===== config.mk =====
export PLATFORM = sky130hd
export DESIGN_NAME = smf_c2c_slave_regs
export DESIGN_NICKNAME = d
export VERILOG_FILES = /design/src/rtl/smf_c2c_pkg.sv /design/src/rtl/c2c_sync_2ff.sv /design/src/rtl/smf_c2c_slave_regs.sv
export SDC_FILE = /design/constraint.sdc
export NUM_CORES = 1
export LEC_CHECK = 0
export CAP_MARGIN = 20
export CORE_MARGIN = 2
export CORE_UTILIZATION = 57
export CTS_CLUSTER_DIAMETER = 40
export DETAILED_ROUTE_END_ITERATION = 7
export GPL_ROUTABILITY_DRIVEN = 1
export PLACE_DENSITY_LB_ADDON = 0.3
export SYNTH_ARGS = -nofsm -noshare
export SYNTH_HDL_FRONTEND = slang
export SYNTH_SLANG_ARGS = --single-unit

===== constraint.sdc =====
create_clock -name s_axi_aclk -period 5.3 [get_ports s_axi_aclk]
set_input_delay 0.795 -clock s_axi_aclk [delete_from_list [all_inputs] [get_ports s_axi_aclk]]
set_output_delay 0.795 -clock s_axi_aclk [all_outputs]
set_load 0.01 [all_outputs]

===== src/rtl/smf_c2c_pkg.sv =====
// Shared constants for the C2C slave register block: register offsets,
// AXI response codes and FSM state encodings.
package smf_c2c_pkg;

    localparam logic [7:0] REG_ID      = 8'h00;
    localparam logic [7:0] REG_SCRATCH = 8'h04;
    localparam logic [7:0] REG_LED     = 8'h08;
    localparam logic [7:0] REG_LINK    = 8'h0C;
    localparam logic [7:0] REG_DROP    = 8'h10;
    localparam logic [7:0] REG_HB      = 8'h14;

    localparam logic [1:0] RESP_OKAY   = 2'b00;
    localparam logic [1:0] RESP_SLVERR = 2'b10;

    typedef enum logic {W_IDLE, W_RESP} wstate_t;
    typedef enum logic {R_IDLE, R_RESP} rstate_t;

endpackage


===== src/rtl/c2c_sync_2ff.sv =====
// Parameterised-width two-flop synchroniser for asynchronous status inputs.
module c2c_sync_2ff #(
    parameter int W = 1
) (
    input  logic         clk,
    input  logic         rst_n,
    input  logic [W-1:0] d,
    output logic [W-1:0] q
);

    logic [W-1:0] meta;

    always_ff @(posedge clk) begin
        if (!rst_n) begin
            meta <= '0;
            q    <= '0;
        end else begin
            meta <= d;
            q    <= meta;
        end
    end

endmodule


===== src/rtl/smf_c2c_slave_regs.sv =====
// AXI4-Lite register slave on the far end of the Aurora C2C link: ID, scratch,
// LEDs, link status, link-drop counter and heartbeat.
module smf_c2c_slave_regs
    import smf_c2c_pkg::*;
#(
    parameter int          ADDR_W    = 12,
    parameter logic [31:0] ID_VALUE  = 32'h534D_4601,
    parameter logic [3:0]  LED_RESET = 4'h0
) (
    input  logic              s_axi_aclk,
    input  logic              s_axi_aresetn,
    input  logic [ADDR_W-1:0] s_axi_awaddr,
    input  logic              s_axi_awvalid,
    output logic              s_axi_awready,
    input  logic [31:0]       s_axi_wdata,
    input  logic [3:0]        s_axi_wstrb,
    input  logic              s_axi_wvalid,
    output logic              s_axi_wready,
    output logic [1:0]        s_axi_bresp,
    output logic              s_axi_bvalid,
    input  logic              s_axi_bready,
    input  logic [ADDR_W-1:0] s_axi_araddr,
    input  logic              s_axi_arvalid,
    output logic              s_axi_arready,
    output logic [31:0]       s_axi_rdata,
    output logic [1:0]        s_axi_rresp,
    output logic              s_axi_rvalid,
    input  logic              s_axi_rready,
    input  logic              channel_up,
    input  logic [1:0]        lane_up,
    output logic [3:0]        led_out
);

    localparam int IW = ADDR_W - 2;
    localparam logic [IW-1:0] IDX_ID      = IW'(REG_ID >> 2);
    localparam logic [IW-1:0] IDX_SCRATCH = IW'(REG_SCRATCH >> 2);
    localparam logic [IW-1:0] IDX_LED     = IW'(REG_LED >> 2);
    localparam logic [IW-1:0] IDX_LINK    = IW'(REG_LINK >> 2);
    localparam logic [IW-1:0] IDX_DROP    = IW'(REG_DROP >> 2);
    localparam logic [IW-1:0] IDX_HB      = IW'(REG_HB >> 2);

    wire clk   = s_axi_aclk;
    wire rst_n = s_axi_aresetn;

    // ---------------- link status synchronisation ----------------
    logic [2:0] link_s;
    logic       ch_d;
    logic       drop;

    c2c_sync_2ff #(.W(3)) u_sync (
        .clk   (clk),
        .rst_n (rst_n),
        .d     ({lane_up, channel_up}),
        .q     (link_s)
    );

    assign drop = ch_d & ~link_s[0];

    // ---------------- registers ----------------
    logic [31:0] scratch;
    logic [3:0]  led;
    logic [15:0] drop_cnt;
    logic [31:0] hb;

    // ---------------- write channel ----------------
    wstate_t         w_state, w_next;
    logic            aw_held, w_held;
    logic [IW-1:0]   awaddr_q;
    logic [31:0]     wdata_q;
    logic [3:0]      wstrb_q;
    logic            do_write;
    logic            aw_hs, w_hs;
    logic [IW-1:0]   wa_idx;
    logic [31:0]     wd;
    logic [3:0]      ws;
    logic            wa_mapped;

    always_ff @(posedge clk) begin
        if (!rst_n) w_state <= W_IDLE;
        else        w_state <= w_next;
    end

    always_comb begin
        w_next        = w_state;
        s_axi_awready = 1'b0;
        s_axi_wready  = 1'b0;
        do_write      = 1'b0;
        case (w_state)
            W_IDLE: begin
                s_axi_awready = ~aw_held;
                s_axi_wready  = ~w_held;
                if ((aw_held | s_axi_awvalid) && (w_held | s_axi_wvalid)) begin
                    do_write = 1'b1;
                    w_next   = W_RESP;
                end
            end
            W_RESP: begin
                if (s_axi_bvalid && s_axi_bready) w_next = W_IDLE;
            end
            default: w_next = W_IDLE;
        endcase
    end

    assign aw_hs  = s_axi_awvalid & s_axi_awready;
    assign w_hs   = s_axi_wvalid & s_axi_wready;
    // The write may complete using a held beat or one handshaking this cycle.
    assign wa_idx = aw_held ? awaddr_q : s_axi_awaddr[ADDR_W-1:2];
    assign wd     = w_held ? wdata_q : s_axi_wdata;
    assign ws     = w_held ? wstrb_q : s_axi_wstrb;
    assign wa_mapped = (wa_idx == IDX_ID) || (wa_idx == IDX_SCRATCH) || (wa_idx == IDX_LED) ||
                       (wa_idx == IDX_LINK) || (wa_idx == IDX_DROP) || (wa_idx == IDX_HB);

    always_ff @(posedge clk) begin
        if (!rst_n) begin
            aw_held      <= 1'b0;
            w_held       <= 1'b0;
            awaddr_q     <= '0;
            wdata_q      <= '0;
            wstrb_q      <= '0;
            s_axi_bvalid <= 1'b0;
            s_axi_bresp  <= RESP_OKAY;
        end else begin
            if (s_axi_bvalid && s_axi_bready) begin
                aw_held      <= 1'b0;
                w_held       <= 1'b0;
                s_axi_bvalid <= 1'b0;
            end else begin
                if (aw_hs) begin
                    aw_held  <= 1'b1;
                    awaddr_q <= s_axi_awaddr[ADDR_W-1:2];
                end
                if (w_hs) begin
                    w_held  <= 1'b1;
                    wdata_q <= s_axi_wdata;
                    wstrb_q <= s_axi_wstrb;
                end
                if (do_write) begin
                    s_axi_bvalid <= 1'b1;
                    s_axi_bresp  <= wa_mapped ? RESP_OKAY : RESP_SLVERR;
                end
            end
        end
    end

    always_ff @(posedge clk) begin
        if (!rst_n) begin
            scratch  <= '0;
            led      <= LED_RESET;
            drop_cnt <= '0;
            hb       <= '0;
            ch_d     <= 1'b0;
        end else begin
            hb   <= hb + 32'd1;
            ch_d <= link_s[0];
            if (do_write && wa_idx == IDX_SCRATCH) begin
                for (int b = 0; b < 4; b++)
                    if (ws[b]) scratch[8*b +: 8] <= wd[8*b +: 8];
            end
            if (do_write && wa_idx == IDX_LED && ws[0]) led <= wd[3:0];
            // A clear that lands on a drop keeps that drop.
            if (do_write && wa_idx == IDX_DROP)
                drop_cnt <= drop ? 16'd1 : 16'd0;
            else if (drop && drop_cnt != 16'hFFFF)
                drop_cnt <= drop_cnt + 16'd1;
        end
    end

    assign led_out = led;

    // ---------------- read channel ----------------
    rstate_t       r_state, r_next;
    logic          ar_hs;
    logic [IW-1:0] ra_idx;
    logic [31:0]   rd_mux;
    logic [1:0]    rd_resp;

    always_ff @(posedge clk) begin
        if (!rst_n) r_state <= R_IDLE;
        else        r_state <= r_next;
    end

    always_comb begin
        r_next        = r_state;
        s_axi_arready = 1'b0;
        case (r_state)
            R_IDLE: begin
                s_axi_arready = 1'b1;
                if (s_axi_arvalid) r_next = R_RESP;
            end
            R_RESP: begin
                if (s_axi_rvalid && s_axi_rready) r_next = R_IDLE;
            end
            default: r_next = R_IDLE;
        endcase
    end

    assign ar_hs  = s_axi_arvalid & s_axi_arready;
    assign ra_idx = s_axi_araddr[ADDR_W-1:2];

    always_comb begin
        rd_mux  = '0;
        rd_resp = RESP_OKAY;
        case (ra_idx)
            IDX_ID:      rd_mux = ID_VALUE;
            IDX_SCRATCH: rd_mux = scratch;
            IDX_LED:     rd_mux = {28'd0, led};
            IDX_LINK:    rd_mux = {29'd0, link_s};
            IDX_DROP:    rd_mux = {16'd0, drop_cnt};
            IDX_HB:      rd_mux = hb;
            default:     rd_resp = RESP_SLVERR;
        endcase
    end

    always_ff @(posedge clk) begin
        if (!rst_n) begin
            s_axi_rvalid <= 1'b0;
            s_axi_rdata  <= '0;
            s_axi_rresp  <= RESP_OKAY;
        end else if (ar_hs) begin
            s_axi_rvalid <= 1'b1;
            s_axi_rdata  <= rd_mux;
            s_axi_rresp  <= rd_resp;
        end else if (s_axi_rvalid && s_axi_rready) begin
            s_axi_rvalid <= 1'b0;
        end
    end

endmodule


==> results of run 1 <==
-- kinds of logic (layout without fill, tap and decap cells) --
family / count (synthesis) / count (layout) / synth area share
AND/OR/NAND/NOR: 335 / 335 / 0.214
other: 1 / 2 / 0.000481
AO/OA/AOI/OAI: 197 / 197 / 0.182
adder cells (fa/ha/maj): 2 / 2 / 0.00321
XOR/XNOR: 39 / 39 / 0.0438
buffers and inverters: 61 / 158 / 0.0330
flip-flops: 177 / 177 / 0.454
multiplexers: 53 / 53 / 0.0690
-- placed cells by master (no fill, tap or decap), types with 3 or more instances in the layout --
cell type / instances
and4_1: 7
clkbuf_16: 17
nand3_1: 17
and2_1: 26
a22oi_1: 3
a21oi_4: 3
nor4_1: 5
nand4_1: 18
a31oi_1: 9
inv_1: 8
a221o_1: 9
o211ai_1: 4
xor2_1: 21
nor3_1: 7
dfxtp_1: 177
a211oi_1: 3
clkdlybuf4s50_1: 107
o22a_1: 23
nor4b_1: 3
o32ai_1: 3
o221a_2: 22
nor3_2: 3
clkinv_2: 3
nor2_1: 81
buf_4: 9
nand2b_1: 16
inv_6: 5
and3_1: 6
nand2_1: 120
a21oi_1: 77
nor3b_1: 5
mux2_2: 6
o21ai_0: 26
mux2i_1: 47
or3_1: 5
xnor2_1: 18
-- stage by stage --
step | worst slack [ps] | hold WS, ps | power [W] | cells
floorplan | 2860 | 412 | 0.00160 | 866
global placement | 1670 | 415 | 0.00171 | 1106
detailed placement | 1660 | 419 | 0.00171 | 1107
CTS | 2090 | 434 | 0.00292 | 1139
global route | 1900 | 442 | 0.00301 | 1139
finish | 2060 | 431 | 0.00290 | 1139
-- how the worst max path moves through the flow --
stage | start | endpoint | slack [ps]
2_1_floorplan | s_axi_awaddr[7] | scratch[10]$_SDFFE_PN0P_ | 2860
3_3_place_gp | s_axi_arvalid | s_axi_rdata[4]$_SDFFE_PN0P_ | 1670
3_5_place_dp | s_axi_arvalid | s_axi_rdata[12]$_SDFFE_PN0P_ | 1660
4_1_cts | s_axi_arvalid | s_axi_rdata[12]$_SDFFE_PN0P_ | 2090
5_1_grt | s_axi_arvalid | s_axi_rdata[12]$_SDFFE_PN0P_ | 1900
6_report | s_axi_arvalid | s_axi_rdata[12]$_SDFFE_PN0P_ | 2060
-- sequential cells by signal, indices dropped and copies added, names as in the netlist, 3 cells and up --
signal and cells:
scratch 32, drop_cnt 16, u_sync.meta 3, s_axi_rdata 32, awaddr_q 10, led_out 4
wstrb_q 4, hb 32, u_sync.q 3, wdata_q 32
-- routing by layer --
layer / up-vias / track usage / wire length [um]
met2: 199 / 0.421 / 8790
met5: - / 0 / 0
met3: 16 / 0.0630 / 1190
li1: 3272 / - / -
met1: 3147 / 0.387 / 9030
met4: 0 / 0.0749 / 260
-- cell type report --
type                    count  area [um^2]  share of cell area
multi-input cells         628         4000               0.421
flip-flops and latches    177         3540               0.372
repair buffers            117         1140               0.120
clock buffers              19          443              0.0466
well taps                 176          220              0.0231
clock inverters            13          125              0.0132
inverters                   9         33.8             0.00355
-- worst max-delay path: cells and delay by family --
family                 cells  cell delay (ps)
and+or+nand+nor            3             1200
buffers and inverters      1              490
AOI/OAI and AO/OA          2             1130
-- power groups by stage --
stage,clock [W],sequential [W],combinational [W]
after floorplan,0,0.00142,0.000177
after global placement,0,0.00143,0.000281
after detailed placement,0,0.00143,0.000287
after CTS,0.00123,0.00140,0.000289
after global routing,0.00129,0.00140,0.000318
final,0.00122,0.00140,0.000290
==> impl_metrics.env, run 1 <==
export IMPL_syn_inst=865
export IMPL_insertion_delay_ps=430
export IMPL_p_comb_frac=0.100
export IMPL_cp_arrival_ps=3610
export IMPL_cap_violations=0
export IMPL_routedWlPerCell_um=16.9
export IMPL_grt_pass1_vias=6223
export IMPL_tightest_slew_ps=877
export IMPL_num_fill_cells=1059
export IMPL_pwr_share_seq=0.482
export IMPL_die_h_um=121
export IMPL_ys_async_sr_fraction=0
export IMPL_viasPerCell=5.82
export IMPL_ir_drop_mv=0.240
export IMPL_cts_max_path_buffers=2
export IMPL_rrSetupSlack_ps=2460
export IMPL_dp_final_hpwl_mm=13.3
export IMPL_netlist_top_cells_count="dfxtp_1, nand2_1, nor2_1"
export IMPL_wirelength_mm=19.3
export IMPL_synth_top_cell_area_share=0.454
export IMPL_yosys_cell_count_top_type="dfxtp_1"
export IMPL_rsz0062_at_grt="no"
export IMPL_cts_hold_buf=0
export IMPL_ctsResizeCount=0
export IMPL_antenna_found_initial=0
export IMPL_hp_start="u_sync.meta[0]$_SDFF_PN0_"
export IMPL_worstHoldPathType="flip-flop to flip-flop"
export IMPL_sw_frac_of_total=0.253
export IMPL_io_buffer_count=108
export IMPL_worst_setup_path_type="input port to flip-flop"
export IMPL_cp_slowest_stage_delay_ps=910
export IMPL_cts_tree="yes"
export IMPL_cts_sinks=177
export IMPL_synthTopCellsByArea="dfxtp_1, mux2i_1, nand2_1"
export IMPL_switching_power_w=0.000734
export IMPL_final_area_um2=9510
export IMPL_postCtsSetupRepairBufs=0
export IMPL_syn_to_final_growth_pct=21.9
export IMPL_hold_path_depth=1
export IMPL_tns_ps=0
export IMPL_r2r_end="s_axi_rdata[12]$_SDFFE_PN0P_"
export IMPL_fp_dieW_um=121
export IMPL_r2r_cells=5
export IMPL_ys_flop_type="dfxtp_1"
export IMPL_critPathRequiredTime_ps=5670
export IMPL_hold_end="u_sync.q[0]$_SDFF_PN0_"
export IMPL_grt_overflow=0
export IMPL_drt_first_pass_iters=5
export IMPL_avgSynthCellArea_um2=9.02
export IMPL_critPathLaunchType="input port"
export IMPL_drc=0
export IMPL_yosysWarnings=0
export IMPL_max_freq_mhz=308
export IMPL_leakage_nw=3.42
export IMPL_h_tree_depth=4
export IMPL_start_util=0.587
export IMPL_ios=115
export IMPL_regToRegStartpoint="r_state$_SDFF_PN0_"
export IMPL_drive_gt1_frac=0.0903
export IMPL_core_area_um2=13300
export IMPL_path_cells="clkdlybuf4s50_1 > nand2b_1 > a2111oi_4 > nand4b_2 > nor2_2 > a221o_1"
export IMPL_vias=6634
export IMPL_syn_area_um2=7800
export IMPL_grt_pass1_wl_mm=31.7
export IMPL_gp_congestion=0.849
export IMPL_final_core_util=0.716
export IMPL_hold_viol=0
export IMPL_grt_max_degree=80
export IMPL_internal_power_w=0.00217
export IMPL_cts_clk_slew_worst_paths_ps=60
export IMPL_rows=42
export IMPL_period_share=0.612
export IMPL_cp_slowest_cell="a2111oi_4"
export IMPL_path_max_fanout=14
export IMPL_layout_nets=1022
export IMPL_finClkSkew_ps=10.7
export IMPL_ys_seq_area_frac=0.454
export IMPL_outcome="complete, no violations"
export IMPL_ys_seq_elements=177
export IMPL_relSlewSlack=0.415
export IMPL_clockPowerShare=0.419
export IMPL_fin_crit_ps=3240
export IMPL_root_buffer="clkbuf_16"
export IMPL_synth_edf_count=0
export IMPL_synth_cell_types=63
export IMPL_n_antenna_cell=0
export IMPL_drt_iter0_markers=652
export IMPL_post_dp_cell_area_um2=8940
export IMPL_grt_usage=0.274
export IMPL_die_area_um2=14600
export IMPL_numCtsBuffers=17
export IMPL_powerDensity_nw_per_um2=305
export IMPL_synth_top_area_cell="dfxtp_1"
export IMPL_cp_end_kind="flip-flop"
export IMPL_maxSlewViolCount=0
export IMPL_detail_route_antenna_nets=0
export IMPL_setup_viol_count_final=0
Power figures use the tool's default switching activity.
==> inputs of run 2 (changes only) <==
--- a/config.mk
+++ b/config.mk
@@ -7,7 +7,7 @@
 export LEC_CHECK = 0
 export CAP_MARGIN = 20
 export CORE_MARGIN = 2
-export CORE_UTILIZATION = 57
+export CORE_UTILIZATION = 49
 export CTS_CLUSTER_DIAMETER = 40
 export DETAILED_ROUTE_END_ITERATION = 7
 export GPL_ROUTABILITY_DRIVEN = 1
==> constraint.sdc (replaced) <==
create_clock -name s_axi_aclk -period 2.8 [get_ports s_axi_aclk]
set_input_delay 0.42 -clock s_axi_aclk [delete_from_list [all_inputs] [get_ports s_axi_aclk]]
set_output_delay 0.42 -clock s_axi_aclk [all_outputs]
set_load 0.01 [all_outputs]
==> impl_metrics.env, run 2 (synthesized netlist as in run 1, its figures left out) <==
export IMPL_cts_tree="yes"
export IMPL_cts_hold_buf=0
export IMPL_die_area_um2=16900
export IMPL_wirelength_mm=19.8
export IMPL_cp_end_kind="flip-flop"
export IMPL_tightest_slew_ps=684
export IMPL_drt_first_pass_iters=7
export IMPL_ir_drop_mv=0.487
export IMPL_worst_setup_path_type="input port to flip-flop"
export IMPL_cp_slowest_stage_delay_ps=560
export IMPL_detail_route_antenna_nets=0
export IMPL_leakage_nw=3.50
export IMPL_antenna_found_initial=0
export IMPL_cts_clk_slew_worst_paths_ps=70
export IMPL_grt_pass1_wl_mm=31.9
export IMPL_r2r_cells=5
export IMPL_p_total_w=0.00541
export IMPL_insertion_delay_ps=430
export IMPL_drt_iter0_markers=571
export IMPL_regToRegStartpoint="aw_held$_SDFFE_PP0P_"
export IMPL_period_share=0.789
export IMPL_grt_max_degree=39
export IMPL_worstHoldPathType="input port to flip-flop"
export IMPL_tns_ps=0
export IMPL_numCtsBuffers=17
export IMPL_final_core_util=0.616
export IMPL_routedWlPerCell_um=16.5
export IMPL_root_buffer="clkbuf_16"
export IMPL_layout_nets=1041
export IMPL_cap_violations=0
export IMPL_relSlewSlack=0.540
export IMPL_path_cells="clkdlybuf4s50_1 > or4_4 > nor4_4 > o2111ai_4 > buf_4 > o221a_2"
export IMPL_rsz0062_at_grt="no"
export IMPL_cts_sinks=177
export IMPL_ios=115
export IMPL_num_fill_cells=1357
export IMPL_rrSetupSlack_ps=680
export IMPL_hold_path_depth=3
export IMPL_cp_arrival_ps=2540
export IMPL_powerDensity_nw_per_um2=559
export IMPL_core_area_um2=15700
export IMPL_fin_crit_ps=2210
export IMPL_finClkSkew_ps=8.26
export IMPL_drc=0
export IMPL_path_max_fanout=15
export IMPL_setup_viol_count_final=0
export IMPL_grt_usage=0.242
export IMPL_grt_pass1_vias=6217
export IMPL_final_seq_area_um2=3540
export IMPL_hold_end="drop_cnt[0]$_SDFFE_PN0P_"
export IMPL_die_h_um=130
export IMPL_gp_congestion=0.877
export IMPL_n_antenna_cell=0
export IMPL_max_freq_mhz=453
export IMPL_critPathRequiredTime_ps=3130
export IMPL_multi_input_area_um2=4000
export IMPL_hold_viol=0
export IMPL_r2r_end="scratch[26]$_SDFFE_PN0P_"
export IMPL_postCtsSetupRepairBufs=0
export IMPL_maxSlewViolCount=0
export IMPL_start_util=0.496
export IMPL_drive_gt1_frac=0.105
export IMPL_syn_to_final_growth_pct=24.1
export IMPL_final_common_cell="dfxtp_1"
export IMPL_grt_overflow=0
export IMPL_fp_dieW_um=130
export IMPL_rows=46
export IMPL_viasPerCell=5.57
export IMPL_hp_start="s_axi_aresetn"
export IMPL_vias=6669
export IMPL_cp_slowest_cell="or4_4"
export IMPL_critPathLaunchType="input port"
export IMPL_h_tree_depth=4
export IMPL_cts_max_path_buffers=2
export IMPL_outcome="complete, no violations"
export IMPL_layout_cells_most_common_list="dfxtp_1, nand2_1, clkdlybuf4s50_1, nor2_1, a21oi_1"
export IMPL_dp_final_hpwl_mm=14.0
export IMPL_io_buffer_count=108
export IMPL_ctsResizeCount=0
-- run 2: changes by cell type in the layout (fill, tap and decap cells not counted) --
cell and change:
clkbuf_8 +3, clkinv_2 -1, buf_4 +19, inv_8 -1, clkbuf_1 +2, clkinv_4 +1
inv_6 -4, bufinv_16 -1
-- run 2: final cells by class --
type | count | area share
sequential | 177 | 0.366
timing repair buffer | 136 | 0.133
tap | 216 | 0.0279
clock inverter | 7 | 0.00543
multi-input combinational | 628 | 0.414
clock buffer | 24 | 0.0508
inverter | 9 | 0.00349
-- run 2: worst max path at each step --
stage	slack [ps]	depth (start not counted)	end	from
global route	440	5	scratch[17]$_SDFFE_PN0P_	aw_held$_SDFFE_PP0P_
detailed placement	140	6	scratch[26]$_SDFFE_PN0P_	s_axi_awaddr[7]
global placement	140	6	scratch[26]$_SDFFE_PN0P_	s_axi_awaddr[7]
finish	590	6	scratch[26]$_SDFFE_PN0P_	s_axi_awaddr[7]
CTS	590	2	s_axi_awready	aw_held$_SDFFE_PP0P_
floorplan	740	5	scratch[10]$_SDFFE_PN0P_	s_axi_awaddr[7]
-- run 2: metal layers --
| metal | track usage | share of wire |
|---|---|---|
| met1 | 0.338 | 0.48 |
| met3 | 0.0611 | 0.050 |
| met2 | 0.372 | 0.46 |
| met5 | 0 | 0 |
| met4 | 0.0696 | 0.016 |
-- run 2: critical path: cells and delay by family --
family,cells,cell delay (ps)
buf+inv,2,710
compound gates,2,590
simple gates,2,810
-- run 2: stage by stage --
step / hold slack [ps] / worst slack [ps] / area, um^2 / cells
finish: 351 / 590 / 9680 / 1197
CTS: 337 / 589 / 9680 / 1197
global placement: 418 / 141 / 9140 / 1166
floorplan: 412 / 740 / 7800 / 866
global route: 342 / 440 / 9680 / 1197
detailed placement: 421 / 138 / 9140 / 1166
-- run 2: power by group --
part           leakage, nW  internal, W  switching (W)
Sequential            1.44      0.00260      0.0000545
Clock                0.267      0.00123       0.000966
Combinational         1.80     0.000262       0.000303
